`src/rtl/frame_scroll_ctrl_pkg.sv`:
```
// Shared display definitions for the frame scroll controller.
// Latency: n/a (types, constants and helper functions only).
// Backpressure: n/a.
// Holds the source-mode encodings, per-mode width/height/shift constants
// and the scroll sequencer state type.
package frame_scroll_ctrl_pkg;

   // Source image scale selected by mode_sel.
   typedef enum logic {
      MODE_DIV2 = 1'b0,   // 320x240 source, screen coords >> 1
      MODE_DIV4 = 1'b1    // 160x120 source, screen coords >> 2
   } mode_e;

   localparam int unsigned M0_W     = 320;
   localparam int unsigned M0_H     = 240;
   localparam int unsigned M0_SHIFT = 1;
   localparam int unsigned M1_W     = 160;
   localparam int unsigned M1_H     = 120;
   localparam int unsigned M1_SHIFT = 2;

   typedef enum logic [1:0] {
      SEQ_IDLE  = 2'd0,
      SEQ_COUNT = 2'd1,
      SEQ_STEP  = 2'd2
   } seq_state_e;

   // Source height in rows for a mode.
   function automatic logic [8:0] mode_h(input mode_e m);
      return (m == MODE_DIV4) ? 9'(M1_H) : 9'(M0_H);
   endfunction

   // Last valid source row for a mode (scroll wrap point).
   function automatic logic [7:0] mode_h_max(input mode_e m);
      return (m == MODE_DIV4) ? 8'(M1_H - 1) : 8'(M0_H - 1);
   endfunction

endpackage

```
`src/rtl/frame_scroll_ctrl_if.sv`:
```
// Bundle of VGA counters, scroll controls and frame-buffer address outputs.
// Latency: n/a (wiring only).
// Backpressure: none; the display timing free-runs.
// master: drives h_cnt/v_cnt and the scroll controls, observes the results.
// slave : the controller; consumes counters/controls, produces address,
//         valid, scroll position and frame tick.
interface frame_scroll_ctrl_if;
   logic [9:0]  h_cnt;
   logic [9:0]  v_cnt;
   logic        mode_sel;
   logic        scroll_en;
   logic        scroll_dir;
   logic [3:0]  speed;
   logic [16:0] pixel_addr;
   logic        addr_valid;
   logic [7:0]  position;
   logic        frame_tick;

   modport master (
      output h_cnt, v_cnt, mode_sel, scroll_en, scroll_dir, speed,
      input  pixel_addr, addr_valid, position, frame_tick
   );

   modport slave (
      input  h_cnt, v_cnt, mode_sel, scroll_en, scroll_dir, speed,
      output pixel_addr, addr_valid, position, frame_tick
   );
endinterface

```
`src/rtl/frame_scroll_ctrl_scroll_seq.sv`:
```
// Scroll sequencer: frame divider and vertical scroll position register.
// Latency: position updates at the end of the one-cycle STEP state, i.e. two
//          clocks after the frame tick that triggers the step.
// Backpressure: none; advances only on frame ticks.
// Ports: clk/rst; i_tick frame boundary pulse; i_en/i_speed controls as seen
//        on this cycle (fresh values on a tick); i_dir latched direction;
//        i_mode_chg mode switch on this tick; i_h_max last source row;
//        o_position current scroll offset.
module scroll_seq
   import frame_scroll_ctrl_pkg::*;
(
   input  logic       clk,
   input  logic       rst,
   input  logic       i_tick,
   input  logic       i_en,
   input  logic [3:0] i_speed,
   input  logic       i_dir,
   input  logic       i_mode_chg,
   input  logic [7:0] i_h_max,
   output logic [7:0] o_position
);

   seq_state_e r_state;
   seq_state_e w_state_nxt;
   logic [3:0] r_div;
   logic [3:0] w_div_nxt;
   logic [3:0] w_div_last;
   logic [7:0] r_pos;
   logic [7:0] w_pos_nxt;

   // A speed of 0 behaves as 1: step on every frame.
   assign w_div_last = (i_speed == 4'd0) ? 4'd0 : i_speed - 4'd1;

   always_ff @(posedge clk) begin
      if (rst) begin
         r_state <= SEQ_IDLE;
         r_div   <= 4'd0;
         r_pos   <= 8'd0;
      end else begin
         r_state <= w_state_nxt;
         r_div   <= w_div_nxt;
         r_pos   <= w_pos_nxt;
      end
   end

   always_comb begin
      w_state_nxt = r_state;
      w_div_nxt   = r_div;
      w_pos_nxt   = r_pos;

      if (r_state == SEQ_STEP) begin
         w_state_nxt = SEQ_COUNT;
         if (i_dir == 1'b0)
            w_pos_nxt = (r_pos == i_h_max) ? 8'd0 : r_pos + 8'd1;
         else
            w_pos_nxt = (r_pos == 8'd0) ? i_h_max : r_pos - 8'd1;
      end

      if (i_tick) begin
         if (!i_en) begin
            w_state_nxt = SEQ_IDLE;
         end else begin
            case (r_state)
               SEQ_IDLE:  w_state_nxt = SEQ_COUNT;
               SEQ_COUNT: begin
                  // A mode switch restarts the divider without stepping.
                  if (!i_mode_chg) begin
                     if (r_div == w_div_last) begin
                        w_state_nxt = SEQ_STEP;
                        w_div_nxt   = 4'd0;
                     end else begin
                        w_div_nxt   = r_div + 4'd1;
                     end
                  end
               end
               default:   w_state_nxt = SEQ_COUNT;
            endcase
         end
         // Old offset is meaningless in the new geometry; clear wins over a step.
         if (i_mode_chg) begin
            w_pos_nxt = 8'd0;
            w_div_nxt = 4'd0;
         end
      end
   end

   assign o_position = r_pos;

endmodule

```
`src/rtl/frame_scroll_ctrl.sv`:
```
// Frame-buffer address generator with vertical scrolling for a 2x/4x upscaled VGA image.
// Latency: pixel_addr/addr_valid one clock after h_cnt/v_cnt; frame_tick combinational.
// Backpressure: none; follows the free-running VGA counters.
// Ports: clk, rst (sync, active high); bus (slave modport): h_cnt/v_cnt,
//        mode_sel, scroll_en, scroll_dir, speed in; pixel_addr, addr_valid,
//        position, frame_tick out.
module frame_scroll_ctrl
   import frame_scroll_ctrl_pkg::*;
#(
   parameter int unsigned FRAME_LINE = 480,
   parameter int unsigned ACT_W      = 640,
   parameter int unsigned ACT_H      = 480
)
(
   input  logic                 clk,
   input  logic                 rst,
   frame_scroll_ctrl_if.slave   bus
);

   localparam logic [10:0] LP_FRAME_LINE = 11'(FRAME_LINE);
   localparam logic [10:0] LP_ACT_W      = 11'(ACT_W);
   localparam logic [10:0] LP_ACT_H      = 11'(ACT_H);

   // Frame edge detect; the history bit makes the tick independent of how
   // many clocks v_cnt dwells on the frame line.
   logic r_at_line;
   logic w_at_line;
   logic w_tick;

   assign w_at_line = ({1'b0, bus.v_cnt} == LP_FRAME_LINE);
   assign w_tick    = w_at_line & ~r_at_line & ~rst;

   always_ff @(posedge clk) begin
      if (rst) r_at_line <= 1'b0;
      else     r_at_line <= w_at_line;
   end

   // Controls latched once per frame.
   mode_e      r_mode;
   logic       r_en;
   logic       r_dir;
   logic [3:0] r_speed;

   always_ff @(posedge clk) begin
      if (rst) begin
         r_mode  <= MODE_DIV2;
         r_en    <= 1'b0;
         r_dir   <= 1'b0;
         r_speed <= 4'd0;
      end else if (w_tick) begin
         r_mode  <= mode_e'(bus.mode_sel);
         r_en    <= bus.scroll_en;
         r_dir   <= bus.scroll_dir;
         r_speed <= bus.speed;
      end
   end

   // On a tick the sequencer acts on the values being latched this cycle.
   logic       w_mode_chg;
   logic       w_en_eff;
   logic [3:0] w_speed_eff;
   logic [7:0] w_position;

   assign w_mode_chg  = w_tick & (mode_e'(bus.mode_sel) != r_mode);
   assign w_en_eff    = w_tick ? bus.scroll_en : r_en;
   assign w_speed_eff = w_tick ? bus.speed : r_speed;

   scroll_seq u_seq (
      .clk        (clk),
      .rst        (rst),
      .i_tick     (w_tick),
      .i_en       (w_en_eff),
      .i_speed    (w_speed_eff),
      .i_dir      (r_dir),
      .i_mode_chg (w_mode_chg),
      .i_h_max    (mode_h_max(r_mode)),
      .o_position (w_position)
   );

   // Address arithmetic uses the registered position, so a step shows up
   // in addresses from the cycle after the STEP state.
   logic [9:0]  w_sx;
   logic [9:0]  w_sy;
   logic [8:0]  w_h;
   logic [10:0] w_row_sum;
   logic [10:0] w_row;
   logic [16:0] w_row17;
   logic [16:0] w_row_x_w;
   logic [16:0] w_addr;
   logic        w_active;

   always_comb begin
      w_h = mode_h(r_mode);
      if (r_mode == MODE_DIV4) begin
         w_sx = bus.h_cnt >> M1_SHIFT;
         w_sy = bus.v_cnt >> M1_SHIFT;
      end else begin
         w_sx = bus.h_cnt >> M0_SHIFT;
         w_sy = bus.v_cnt >> M0_SHIFT;
      end
   end

   // Both addends are below H inside the active area, so one subtract wraps.
   assign w_row_sum = {1'b0, w_sy} + {3'b000, w_position};
   assign w_row     = (w_row_sum >= {2'b00, w_h}) ? w_row_sum - {2'b00, w_h} : w_row_sum;
   assign w_row17   = {6'd0, w_row};

   // row*320 = row*256 + row*64; row*160 = row*128 + row*32.
   assign w_row_x_w = (r_mode == MODE_DIV4) ? (w_row17 << 7) + (w_row17 << 5)
                                            : (w_row17 << 8) + (w_row17 << 6);
   assign w_addr    = w_row_x_w + {7'd0, w_sx};
   assign w_active  = ({1'b0, bus.h_cnt} < LP_ACT_W) && ({1'b0, bus.v_cnt} < LP_ACT_H);

   logic [16:0] r_pixel_addr;
   logic        r_addr_valid;

   always_ff @(posedge clk) begin
      if (rst) begin
         r_pixel_addr <= 17'd0;
         r_addr_valid <= 1'b0;
      end else begin
         r_pixel_addr <= w_active ? w_addr : 17'd0;
         r_addr_valid <= w_active;
      end
   end

   assign bus.pixel_addr = r_pixel_addr;
   assign bus.addr_valid = r_addr_valid;
   assign bus.position   = w_position;
   assign bus.frame_tick = w_tick;

endmodule

```
`src/flat_wrapper.sv`:
```
// flat-port wrapper written by rule: the top's interface ports become plain ports
module frame_scroll_ctrl_flat import frame_scroll_ctrl_pkg::*;
#(
   parameter int unsigned FRAME_LINE = 480,
   parameter int unsigned ACT_W      = 640,
   parameter int unsigned ACT_H      = 480
)
  (clk, rst, bus_h_cnt, bus_v_cnt, bus_mode_sel, bus_scroll_en, bus_scroll_dir, bus_speed, bus_pixel_addr, bus_addr_valid, bus_position, bus_frame_tick);
  frame_scroll_ctrl_if bus_i ();
  input  logic clk;
  input  logic rst;
  input wire logic [$bits(bus_i.h_cnt)-1:0] bus_h_cnt;
  input wire logic [$bits(bus_i.v_cnt)-1:0] bus_v_cnt;
  input wire logic [$bits(bus_i.mode_sel)-1:0] bus_mode_sel;
  input wire logic [$bits(bus_i.scroll_en)-1:0] bus_scroll_en;
  input wire logic [$bits(bus_i.scroll_dir)-1:0] bus_scroll_dir;
  input wire logic [$bits(bus_i.speed)-1:0] bus_speed;
  output wire logic [$bits(bus_i.pixel_addr)-1:0] bus_pixel_addr;
  output wire logic [$bits(bus_i.addr_valid)-1:0] bus_addr_valid;
  output wire logic [$bits(bus_i.position)-1:0] bus_position;
  output wire logic [$bits(bus_i.frame_tick)-1:0] bus_frame_tick;
  assign bus_i.h_cnt = bus_h_cnt;
  assign bus_i.v_cnt = bus_v_cnt;
  assign bus_i.mode_sel = bus_mode_sel;
  assign bus_i.scroll_en = bus_scroll_en;
  assign bus_i.scroll_dir = bus_scroll_dir;
  assign bus_i.speed = bus_speed;
  assign bus_pixel_addr = bus_i.pixel_addr;
  assign bus_addr_valid = bus_i.addr_valid;
  assign bus_position = bus_i.position;
  assign bus_frame_tick = bus_i.frame_tick;
  frame_scroll_ctrl #(.FRAME_LINE(FRAME_LINE), .ACT_W(ACT_W), .ACT_H(ACT_H)) u_core (.clk(clk), .rst(rst), .bus(bus_i));
endmodule
```
`config.mk`:
```
export PLATFORM = sky130hd
export DESIGN_NAME = frame_scroll_ctrl_flat
export DESIGN_NICKNAME = d
export VERILOG_FILES = /design/src/rtl/frame_scroll_ctrl_pkg.sv /design/src/rtl/frame_scroll_ctrl_if.sv /design/src/rtl/frame_scroll_ctrl_scroll_seq.sv /design/src/rtl/frame_scroll_ctrl.sv /design/src/flat_wrapper.sv
export SDC_FILE = /design/constraint.sdc
export NUM_CORES = 1
export LEC_CHECK = 0
export BUFFER_PORTS_ARGS = -buffer_cell sky130_fd_sc_hd__buf_2
export CAP_MARGIN = 0
export CORE_MARGIN = 1.5
export CORE_UTILIZATION = 35
export DETAILED_ROUTE_END_ITERATION = 8
export GPL_ROUTABILITY_DRIVEN = 0
export PLACE_DENSITY = 0.52
export SLEW_MARGIN = 20
export SYNTH_ARGS = -nofsm -noshare
export SYNTH_HDL_FRONTEND = slang
export SYNTH_SLANG_ARGS = --single-unit
```
`constraint.sdc`:
```
create_clock -name clk -period 8.25 [get_ports clk]
set_input_delay 1.65 -clock clk [delete_from_list [all_inputs] [get_ports clk]]
set_output_delay 1.65 -clock clk [all_outputs]
set_load 0.05 [all_outputs]
```
Word-level counts from Yosys, hierarchy flattened. Cells that the tools add are included.

Reduce and logical (&&, ||, !) cells: 7. Magnitude comparators: 3. Add/sub/neg operators: 9. Mux-type cells: 25. Equality and inequality tests: 6. Bitwise gates (word level): 6.

Operator list (number): 2-to-1 mux 8 bit (8); 2-to-1 mux 4 bit (6); 2-to-1 mux 9 bit (2); adder 17 x 16 -> 17 bit (1); adder 17 bit (1); adder 17 x 9 -> 17 bit (1); 2-to-1 mux 17 bit (1); 2-to-1 mux 2 bit (6); >= comparator 11 x 9 -> 1 bit (1); 2-to-1 mux 11 bit (1); subtractor 11 x 9 -> 11 bit (1); adder 9 x 8 -> 10 bit (1); equality test 10 x 9 -> 1 bit, second input constant (1); < comparator 10 bit, second input constant (1); < comparator 10 x 9 -> 1 bit, second input constant (1); adder 8 x 1 -> 8 bit, second input constant (1); equality test 8 bit (1); zero test 8 bit (1); subtractor 8 x 1 -> 8 bit, second input constant (1); adder 4 x 1 -> 4 bit, second input constant (1); equality test 4 bit (1); zero test 4 bit (1); nonzero test 2 bit (2); subtractor 4 x 1 -> 4 bit, second input constant (1); 9 further kinds (13).

Register bits after elaboration: 40. Output and inout bits: 27. Logic and storage cells: 66. Input bits: 29.

Logic depth before layout (Yosys ltp). Gate-level depths: netlist of run 1.

Depth in word-level cells: 12. Gate-level depth with buffers: 27. Mapped depth without buffers: 22.

By module. Synthesis of run 1 repeated with hierarchy kept, for this count alone.

Cells, all modules: 469. Area total of the unflattened synthesis: 3814.9 um^2.

By module, submodules not included: frame_scroll_ctrl (instances 1, sequential area each 520.5 um^2, area an instance 2565.0 um^2, cells each 302); scroll_seq (instances 1, sequential area each 280.3 um^2, area an instance 1249.9 um^2, cells each 167).

Worst setup path before layout of run 1. No wires, ideal clock.

Path kind: input port to flip-flop. Start point: input bus_v_cnt[6]. End point: register u_core.r_pixel_addr[16] (netlist: u_core.bus.pixel_addr[16]). Library setup time: 72 ps. Stages: 23. Buffers on the path: 2. Path slack: 1893 ps. Data required time: 8178 ps. Data arrival time: 6285 ps. Cell sequence: mux2_2 ha_1 clkbuf_1 nand2_1 o31a_1 nor2b_1 a21oi_1 xnor2_1 ha_1 and3_1 o21ai_0 and2_1 clkbuf_1 mux2i_1 ha_1 a211oi_1 o21ai_1 a21o_1 a2111o_1 nand3_1 nand4bb_1 or2_2 mux2i_1.

Cells in the longest elaborated chain, start to end: 7. Elaborated cells on any way between the ends: 13. Those cells by class: 5 x add/sub; 2 x order compare; 3 x mux; 1 x bitwise; 2 x reduce/logical.

Ends and longest elaborated chain: start: declaration (RTL line flat_wrapper.sv:13) `input wire logic [$bits(bus_i.v_cnt)-1:0] bus_v_cnt;`; 2-to-1 mux 9 bit (RTL line frame_scroll_ctrl.sv:94) `if (r_mode == MODE_DIV4) begin`; adder 9 x 8 -> 10 bit (RTL line frame_scroll_ctrl.sv:104) `assign w_row_sum = {1'b0, w_sy} + {3'b000, w_position};`; subtractor 11 x 9 -> 11 bit or >= comparator 11 x 9 -> 1 bit (tied branches) (RTL line frame_scroll_ctrl.sv:105) `assign w_row = (w_row_sum >= {2'b00, w_h}) ? w_row_sum - {2'b00, w_h} : w_row_sum;`; 2-to-1 mux 11 bit (RTL line frame_scroll_ctrl.sv:105); adder 17 x 16 -> 17 bit or adder 17 bit (tied branches) (RTL line frame_scroll_ctrl.sv:109, frame_scroll_ctrl.sv:110); 2-to-1 mux 17 bit (RTL line frame_scroll_ctrl.sv:109) `assign w_row_x_w = (r_mode == MODE_DIV4) ? (w_row17 << 7) + (w_row17 << 5)`; adder 17 x 9 -> 17 bit (RTL line frame_scroll_ctrl.sv:111) `assign w_addr = w_row_x_w + {7'd0, w_sx};`; end signal: assignment (RTL line frame_scroll_ctrl.sv:122) `r_pixel_addr <= w_active ? w_addr : 17'd0;`; end: declaration (RTL line frame_scroll_ctrl.sv:114) `logic [16:0] r_pixel_addr;`.

Parallel ways exist; a longest one is shown, timed or not. A chain may end at the register's enable or synchronous reset.

Worst setup path after layout of run 1.
Start point: input bus_v_cnt[3]. End point: register u_core.r_pixel_addr[16] (netlist: u_core.bus.pixel_addr[16]).

Same word-level chain as after synthesis.

==> run_results.csv, run 1 <==
group,metric,value,unit
floorplanning,die_h,106,um
worst_setup_path,crit_slowest_cell,"mux2i_1",
synth,syn-num-nets,535,
power_and_ir_drop,leakage,1.77,nW
min_path,min-delay-start,"u_core.u_seq.r_state[1]",
clocking,post-cts-setup-buffers,0,
synth,synthMuxAreaShare,0.0701,
synth,synth_area,3690,um^2
synth,synth-compound-area-share,0.240,
worst_setup_path,worst_setup_path_end_kind,"flop",
clocking,clockBufferDepth,2,
floorplanning,initial_core_util,0.359,
routing,first_pass_iters,4,
power_and_ir_drop,power_density,140,nW/um^2
clocking,cts_resized,0,
clocking,numCtsBuffers,5,
synth,ys_async_sr_fraction,0,
timing,rsz0062_at_grt,"false",
worst_setup_path,ff2ff_path_depth,21,
worst_setup_path,path_max_fanout,7,
clocking,cts_tree,"done",
synth,synthCells,475,
timing,fin_ws,1640,ps
worst_setup_path,r2r_start,"u_core.r_mode",
flow_run,cap_violations,0,
clocking,clk_root_buffer_cell,"clkbuf_8",
floorplanning,num_io_pins,56,
cells_and_area,ff_latch_area,781,um^2
timing,setup_viol,0,
routing,first_iter_violations,98,
cells_and_area,layout.nets,576,
timing,timing.final.crit_share,0.801,
timing,tightest_slew,810,ps
min_path,hold_class,"reg -> reg",
min_path,min_to,"u_core.u_seq.r_state[1]",
timing,fin_setup_tns,0,ps
cells_and_area,finalInstanceArea,4150,um^2
clocking,clkLatencyLatePin,300,ps
worst_setup_path,r2r_setup_slack,2100,ps
routing,drtAntennaViolNets,0,
run_status,status,"complete, no violations",
routing,wirelength,9030,um
synth,yosys.area_share.simple,0.256,
routing,wire_per_inst,13.8,um
place,io_buffers,54,
floorplanning,core-area,10300,um^2
timing,finClkSkew,7.51,ps
clocking,clk_pin_slew,90,ps
worst_setup_path,crit_path_cell_trace,"buf_2 -> mux2_2 -> ha_1 -> a211oi_1 -> o31a_1 -> nor2b_1 -> a21oi_1 -> xnor2_1 -> ha_1 -> and3_1 -> o21ai_0 -> and2_1 -> mux2i_1 -> ha_1 -> a211oi_1 -> o21ai_1 -> a21o_1 -> a2111o_1 -> nand3_1 -> nand4bb_1 -> or2_2 -> mux2i_1",
synth,synth_cell_types,70,
worst_setup_path,start_kind,"primary input",
cells_and_area,drive_above_1_share,0.178,
cells_and_area,multi_input_area,2720,um^2
global_route,first_global_vias,3285,
place,dp_hpwl,7000,um
timing,hold_viol,0,
power_and_ir_drop,p_total,0.582,mW
floorplanning,dieArea,11200,um^2
synth,synth_top_family_by_area,"simple AND/OR/NAND/NOR gates",
global_route,antenna_found_initial,0,
routing,vias,3506,
floorplanning,dieWidth,106,um
cells_and_area,fill_cells,1105,
cells_and_area,area_delta_synth_final,12.3,%
synth,syn_area_per_cell,7.78,um^2
synth,synth_edf_count,0,
worst_setup_path,r2r_end,"u_core.bus.pixel_addr[16]",
timing,fmaxAchievable,151,MHz
clocking,cts-hold-fix-buffers,0,
routing,drc,0,
synth,synth_fa_ha_area_frac,0.111,
timing,period_minus_slack,6610,ps
cells_and_area,diodes,0,
place,placedInstanceArea,4040,um^2
floorplanning,rows,37,
synth,synth_xor_area_frac,0.0593,
worst_setup_path,slowest_delay,430,ps
power_and_ir_drop,peakVddDrop,0.0621,mV
worst_setup_path,cp_common_cell,"ha_1",
synth,ys_seq_elements,39,
routing,viasPerCell,5.37,
synth,yosysWarningCount,0,
timing,slew_violations,0,
worst_setup_path,crit_type,"in -> reg",
clocking,clkSinkCount,39,
place,pre_cts_slack,1330,ps
global_route,grt_max_degree,25,
synth,ys_seq_area_frac,0.211,
min_path,hold_depth,2,
clocking,cts_max_level,2,
timing,maxSlewHeadroom,0.458,
synth,synthFlopType,"dfxtp_1",
global_route,grt_usage,0.166,
global_route,globalRouteOverflowTotal,0,
worst_setup_path,cp.required,8480,ps
worst_setup_path,arrival,6840,ps
global_route,grt_pass1_wl,15300,um
## kinds of logic (layout without fill, tap and decap cells)
group | count (synthesis) | after routing
mux | 24 | 24
flops | 39 | 39
xor+xnor | 25 | 25
fa+ha+maj | 31 | 31
simple gates | 187 | 187
buf+inv | 41 | 83
compound gates | 128 | 128
## layer usage
layer,wire [um],share of wire,track usage,vias up
li1,-,-,-,1819
met1,4410,0.49,0.228,1601
met2,4050,0.45,0.270,80
met3,461,0.051,0.0254,6
met4,108,0.012,0.0463,0
met5,0,0,0,-
## metrics by stage
step,instances,utilization,hold slack (ps)
floorplan,475,-,467
global placement,645,0.393,481
detailed placement,645,0.393,494
CTS,653,0.404,507
global route,653,0.404,529
finish,653,0.404,508
## Yosys cell counts (7+ instances only)
cell      instances  area, um^2
and3_1            7        43.8
o211ai_1          7        52.6
mux2_2           15         169
a211oi_1          9        67.6
and2_1            8        50.1
a21o_1           10        75.1
inv_1            18        67.6
mux2i_1           9        90.1
a21oi_1          33         165
nor3_1           18        90.1
nand3_1          20         100
dfxtp_1          39         781
xnor2_1          14         123
clkbuf_1         17        63.8
nand2_1          31         116
ha_1             28         350
xor2_1           11        96.3
nor2_1           58         218
nand2b_1          9        56.3
o21ai_0          19        95.1
## power by group
| group | switching, mW | leakage (nW) | total, mW | internal [mW] |
|---|---|---|---|---|
| Combinational | 0.136 | 1.40 | 0.220 | 0.0837 |
| Sequential | 0.00266 | 0.316 | 0.197 | 0.195 |
| Clock | 0.0753 | 0.0581 | 0.165 | 0.0902 |
## state kept, by name (all words and copies together) (netlist names)
signal	count
u_core.bus.addr_valid	1
u_core.r_mode	1
u_core.r_speed	4
u_core.r_at_line	1
u_core.u_seq.r_div	4
u_core.bus.pixel_addr	17
u_core.u_seq.r_state	2
u_core.u_seq.o_position	8
u_core.r_dir	1
## worst max-delay path: cells and delay by family
family                     cells  cell delay [ps]
muxes                          3              840
adders and majority gates      3              910
buffers and inverters          1              120
and+or+nand+nor                6             1180
AOI/OAI and AO/OA              8             1970
xor gates and xnor gates       1              180
## area by class of cell
class / count / share of cell area
Clock buffer: 5 / 0.0166
Clock inverter: 3 / 0.0106
Inverter: 20 / 0.0205
Multi-Input combinational cell: 395 / 0.656
Sequential cell: 39 / 0.188
Tap cell: 136 / 0.0410
Timing Repair Buffer: 55 / 0.0669
## worst max path at each step
stage,start,end,slack (ps),cells past startpoint
after floorplan,bus_v_cnt[6],u_core.bus.pixel_addr[16],1890,23
after global placement,bus_v_cnt[3],u_core.bus.pixel_addr[16],1410,22
after detailed placement,bus_v_cnt[3],u_core.bus.pixel_addr[16],1330,22
after CTS,bus_v_cnt[3],u_core.bus.pixel_addr[16],1630,22
after global routing,bus_v_cnt[3],u_core.bus.pixel_addr[16],1180,22
final,bus_v_cnt[3],u_core.bus.pixel_addr[16],1640,22
## placed cells by master, fill, tap and decap left out, drive strengths merged, types with 15 or more instances in the layout
cell type   n
a21oi      34
buf        55
dfxtp      39
ha         28
inv        19
mux2       15
nand2      32
nand3      21
nor2       58
nor3       18
o21ai      24
(Power assumes the default switching activity.)
==> inputs of run 2 (changes only) <==
Settings changed: ABC_AREA from default to 1, PLACE_DENSITY 0.52 to 0.53.
Clock period 8.25 ns to 6.15 ns, I/O delays scaled along.
==> run 2 against run 1 <==
  * Global-route usage down 0.25 points
  * Sequential share of layout area hardly changed
  * Synthesized cell count rose by 25%
  * Largest power group is now sequential cells
  * Wire length shrank 1.7%
  * Final cell count increased by 20%
  * Critical endpoint is now u_core.bus.pixel_addr[15]
  * Combinational power down 10%
==> run_results.csv, run 2 <==
group,metric,value,unit
timing,finClkSkew,4.32,ps
synth,synth.most_common_cell,"nand2_1",
clocking,clkLatencyLatePin,290,ps
place,io_buffers,54,
worst_setup_path,r2r_end,"u_core.bus.pixel_addr[15]",
synth,synth_area,3650,um^2
timing,hold_viol,0,
timing,maxSlewHeadroom,0.525,
timing,tightest_slew,710,ps
synth,synth_edf_count,0,
worst_setup_path,path_max_fanout,8,
worst_setup_path,slowest_delay,460,ps
worst_setup_path,worst_setup_path_end_kind,"flop",
cells_and_area,area_delta_synth_final,13.5,%
run_status,status,"complete, no violations",
synth,ys_seq_elements,39,
floorplanning,dieWidth,105,um
synth,yosys.area.top_type_share,0.214,
global_route,grt_usage,0.164,
worst_setup_path,cp_common_cell,"nand2_1",
clocking,clk_pin_slew,80,ps
floorplanning,core-area,10200,um^2
routing,wire_per_inst,11.3,um
power_and_ir_drop,leakage,2.25,nW
routing,drc,0,
synth,synthCells,596,
timing,setup_viol,0,
cells_and_area,final_cell_mix,"nand2_1, inv_1, buf_2, nand3_1, o21ai_0",
clocking,cts_max_level,2,
clocking,cts-hold-fix-buffers,0,
synth,yosysWarningCount,0,
cells_and_area,diodes,0,
synth,synthTopCellsByCount,"nand2_1, inv_1, nand3_1",
floorplanning,rows,37,
floorplanning,dieArea,11100,um^2
power_and_ir_drop,peakVddDrop,0.0863,mV
floorplanning,num_io_pins,56,
routing,first_pass_iters,4,
timing,timing.final.crit_share,0.910,
synth,ys_async_sr_fraction,0,
routing,viasPerCell,4.84,
global_route,antenna_found_initial,0,
synth,syn-num-nets,656,
global_route,grt_max_degree,36,
worst_setup_path,r2r_start,"u_core.r_mode",
worst_setup_path,start_kind,"primary input",
synth,ys_seq_area_frac,0.214,
cells_and_area,layout.nets,708,
routing,first_iter_violations,165,
synth,synth_cell_types,39,
worst_setup_path,arrival,5820,ps
synth,synth.area.top_cells,"dfxtp_1, nand2_1, ha_1, inv_1, nand3_1",
timing,slew_violations,0,
cells_and_area,drive_above_1_share,0.144,
place,dp_hpwl,7150,um
clocking,clkSinkCount,39,
global_route,globalRouteOverflowTotal,0,
synth,syn_area_per_cell,6.13,um^2
routing,wirelength,8880,um
worst_setup_path,crit_type,"in -> reg",
clocking,cts_tree,"done",
timing,rsz0062_at_grt,"false",
cells_and_area,layout_commonest_cell,"nand2_1",
timing,period_minus_slack,5600,ps
clocking,clockBufferDepth,2,
min_path,hold_class,"reg -> reg",
power_and_ir_drop,p_total,0.640,mW
clocking,clk_root_buffer_cell,"clkbuf_8",
routing,drtAntennaViolNets,0,
power_and_ir_drop,power_density,154,nW/um^2
global_route,first_global_vias,3444,
synth,synth_largest_area_cell,"dfxtp_1",
clocking,numCtsBuffers,5,
global_route,grt_pass1_wl,15000,um
worst_setup_path,crit_slowest_cell,"fa_1",
routing,vias,3794,
worst_setup_path,worstSetupStartpoint,"bus_v_cnt[3]",
worst_setup_path,ff2ff_path_depth,34,
floorplanning,die_h,105,um
synth,synthFlopType,"dfxtp_1",
flow_run,cap_violations,0,
timing,fmaxAchievable,179,MHz
cells_and_area,largest_reg_flops,17,
timing,fin_setup_tns,0,ps
worst_setup_path,cp.required,6380,ps
worst_setup_path,r2r_setup_slack,920,ps
floorplanning,initial_core_util,0.357,
worst_setup_path,setup.worst_path.end,"u_core.bus.pixel_addr[15]",
-- run 2: cell count changes after synthesis, moves of 12 or more --
cell     delta
o21ai_0    +24
nor2_1     -18
mux2_2     -15
inv_1      +73
nand2_1   +132
nand3_1    +30
xnor2_1    -12
nand2_2    +12
-- run 2: where the power goes --
| group | internal, mW | switching [mW] | leakage [nW] |
|---|---|---|---|
| logic | 0.0655 | 0.132 | 1.89 |
| clock network | 0.0882 | 0.0937 | 0.0470 |
| registers | 0.259 | 0.00134 | 0.316 |
-- run 2: layer usage --
layer,global-route usage,share of wire,wire length [um],up-vias
met5,0,0,0,-
met4,0.0303,0.0054,48,0
met3,0.0293,0.035,312,5
met2,0.310,0.51,4520,53
met1,0.192,0.45,4000,1709
li1,-,-,-,2027
-- run 2: timing repair --
action                                  4_1_cts  5_1_grt
gates resized for setup                       0        2
hold endpoints to repair                      0        0
endpoints found under the setup margin        0        2
buffers inserted                              0        0
-- run 2: final cells by class --
| type | instances | area [um^2] |
|---|---|---|
| clock inverter | 1 | 5.00 |
| sequential | 39 | 781 |
| timing repair buffer | 55 | 278 |
| inverter | 96 | 360 |
| multi-input combinational | 451 | 2470 |
| fill | 1111 | 6080 |
| tap | 136 | 170 |
| clock buffer | 6 | 82.6 |
-- run 2: worst min path at each step --
stage / start / to / slack (ps) / cells past startpoint
floorplan: u_core.u_seq.r_div[3] / u_core.u_seq.r_div[3] / 460 / 2
global placement: u_core.u_seq.r_div[3] / u_core.u_seq.r_div[3] / 480 / 2
detailed placement: u_core.u_seq.r_div[3] / u_core.u_seq.r_div[3] / 470 / 2
CTS: u_core.u_seq.r_div[3] / u_core.u_seq.r_div[3] / 480 / 2
global route: u_core.u_seq.r_div[3] / u_core.u_seq.r_div[3] / 510 / 2
finish: u_core.u_seq.r_div[3] / u_core.u_seq.r_div[3] / 480 / 2
-- run 2: kinds of logic after synthesis --
family | Yosys count | share of synthesized area
simple gates | 303 | 0.370
xor+xnor | 18 | 0.0432
buf+inv | 106 | 0.111
fa+ha+maj | 31 | 0.112
compound gates | 99 | 0.149
flops | 39 | 0.214
-- run 2: through the flow --
step | hold WS (ps) | worst slack [ps] | utilization | instances | cell area (um^2)
final | 480 | 552 | 0.405 | 784 | 4150
after global routing | 512 | 63.5 | 0.405 | 784 | 4150
after CTS | 484 | 332 | 0.405 | 784 | 4140
after detailed placement | 472 | 38.7 | 0.396 | 777 | 4060
after global placement | 476 | 77.4 | 0.396 | 777 | 4060
after floorplan | 458 | 772 | - | 596 | 3650
-- run 2: critical path: cells and delay by family --
kind,cells,cell delay [ps]
simple gates,17,1690
fa+ha+maj,4,1480
compound gates,6,670
buf+inv,6,560
xor+xnor,1,200
==> inputs of run 3 (changes only) <==
Settings changed: CORE_UTILIZATION 35 to 58, PLACE_DENSITY 0.53 to 0.8.
==> run 3 against run 2 <==
  * Non-clock buffer count grew 1
  * Critical path type unchanged
  * Critical path depth is the same
  * Flip-flop and latch count is the same
  * Fmax grew 0.99%
  * Sequential share of layout area grew 0.35 points
  * Clock power shrank 7%
  * Sequential power is essentially flat
  * Largest power group unchanged
==> run_results.csv, run 3 (synthesized netlist as in run 2, its figures left out) <==
group,metric,value,unit
run_status,status,"complete, no violations",
routing,drc,0,
worst_setup_path,path_max_fanout,8,
clocking,clkSinkCount,39,
routing,drtAntennaViolNets,0,
global_route,grt_max_degree,36,
power_and_ir_drop,peakVddDrop,0.119,mV
routing,viasPerCell,5.38,
floorplanning,dieArea,6780,um^2
place,placedInstanceArea,3990,um^2
timing,maxSlewHeadroom,0.569,
cells_and_area,layout_commonest_cell,"nand2_1",
timing,finClkSkew,11.2,ps
global_route,use_met1,0.318,
floorplanning,dieWidth,82.4,um
floorplanning,core-area,5990,um^2
global_route,top_usage_layer,"met2",
cells_and_area,largest_reg_flops,17,
floorplanning,die_h,82.4,um
floorplanning,num_io_pins,56,
worst_setup_path,cp.required,6370,ps
global_route,use_met3,0.0374,
cells_and_area,area_delta_synth_final,11.4,%
timing,tightest_slew,644,ps
flow_run,cap_violations,0,
global_route,globalRouteOverflowTotal,0,
cells_and_area,diodes,0,
cells_and_area,drive_above_1_share,0.145,
power_and_ir_drop,p_total,0.629,mW
timing,period_minus_slack,5540,ps
clocking,clkLatencyLatePin,290,ps
timing,hold_viol,0,
routing,first_iter_violations,162,
place,pre_cts_slack,-5.71,ps
global_route,grt_usage,0.255,
worst_setup_path,crit_type,"in -> reg",
clocking,cts-hold-fix-buffers,0,
clocking,clk_pin_slew,80,ps
global_route,grt_pass1_wl,13900,um
worst_setup_path,start_kind,"primary input",
timing,slew_violations,0,
worst_setup_path,r2r_setup_slack,980,ps
worst_setup_path,slowest_delay,460,ps
cells_and_area,layout.nets,709,
timing,rsz0062_at_grt,"false",
clocking,clockBufferDepth,2,
floorplanning,rows,28,
min_path,hold_class,"reg -> reg",
clocking,clk_root_buffer_cell,"clkbuf_8",
timing,setup_viol,0,
clocking,cts_tree,"done",
place,io_buffers,54,
power_and_ir_drop,power_density,155,nW/um^2
global_route,use_met2,0.443,
timing,fin_setup_tns,0,ps
routing,wire_per_inst,11.6,um
clocking,cts_max_level,2,
timing,timing.final.crit_share,0.901,
timing,fin_ws,607,ps
worst_setup_path,crit_buf_inv,6,
worst_setup_path,cp_common_cell,"nand2_1",
cells_and_area,finalInstanceArea,4070,um^2
floorplanning,initial_core_util,0.610,
worst_setup_path,worst_setup_path_end_kind,"flop",
worst_setup_path,cp_top_family,"simple AND/OR/NAND/NOR gates",
global_route,first_global_vias,3421,
power_and_ir_drop,leakage,2.25,nW
cells_and_area,final_cell_mix,"nand2_1, inv_1, buf_2, nand3_1, o21ai_0",
routing,first_pass_iters,4,
place,dp_hpwl,6810,um
worst_setup_path,arrival,5760,ps
routing,vias,3901,
worst_setup_path,crit_slowest_cell,"fa_1",
clocking,numCtsBuffers,5,
global_route,antenna_found_initial,0,
timing,fmaxAchievable,180,MHz
routing,wirelength,8420,um
-- run 3: changes by cell type in the layout (fill, tap and decap cells not counted) --
cell | previous run | this run
inv_1 | 91 | 90
inv_2 | 4 | 5
clkbuf_8 | 6 | 5
buf_4 | 1 | 2
clkbuf_1 | 0 | 2
-- run 3: stage by stage --
| stage | hold WS, ps | utilization | cells |
|---|---|---|---|
| finish | 487 | 0.680 | 725 |
| global route | 508 | 0.680 | 725 |
| CTS | 494 | 0.679 | 725 |
| detailed placement | 482 | 0.665 | 717 |
| global placement | 472 | 0.665 | 717 |
| floorplan | 458 | - | 596 |
-- run 3: path summary, 6_finish.rpt --
path	startpoint	end	cells past startpoint
setup / recovery	bus_v_cnt[3]	u_core.bus.pixel_addr[15]	34
hold / removal	u_core.u_seq.r_div[3]	u_core.u_seq.r_div[3]	2
setup reg to reg	u_core.r_mode	u_core.bus.pixel_addr[15]	34
hold reg to reg	u_core.u_seq.r_div[3]	u_core.u_seq.r_div[3]	2
-- run 3: tightest hold or removal path, cell delays in order, from the launching register on --
cell and delay, ps:
dfxtp_1 320, nand2_1 60, a21oi_1 60
-- run 3: repair_timing --
item	CTS	global route
setup endpoints to repair	0	4
gates resized for setup	0	3
buffers inserted	0	0
-- run 3: metal layers --
metal / vias up / share of wire
met5: - / 0
met4: 0 / 0.019
met3: 19 / 0.046
met2: 109 / 0.49
met1: 1733 / 0.45
li1: 2040 / -
-- run 3: final cells by class --
cell class | count | area, um^2
Inverter | 96 | 360
Multi-Input combinational cell | 451 | 2470
Tap cell | 75 | 93.8
Sequential cell | 39 | 781
Timing Repair Buffer | 56 | 285
Fill cell | 547 | 1920
Clock inverter | 1 | 5.00
Clock buffer | 7 | 76.3
-- run 3: power breakdown --
group | total (mW) | switching (mW) | internal, mW | leakage (nW)
combinational | 0.199 | 0.133 | 0.0657 | 1.89
clock | 0.169 | 0.0897 | 0.0797 | 0.0422
sequential | 0.261 | 0.00142 | 0.259 | 0.316
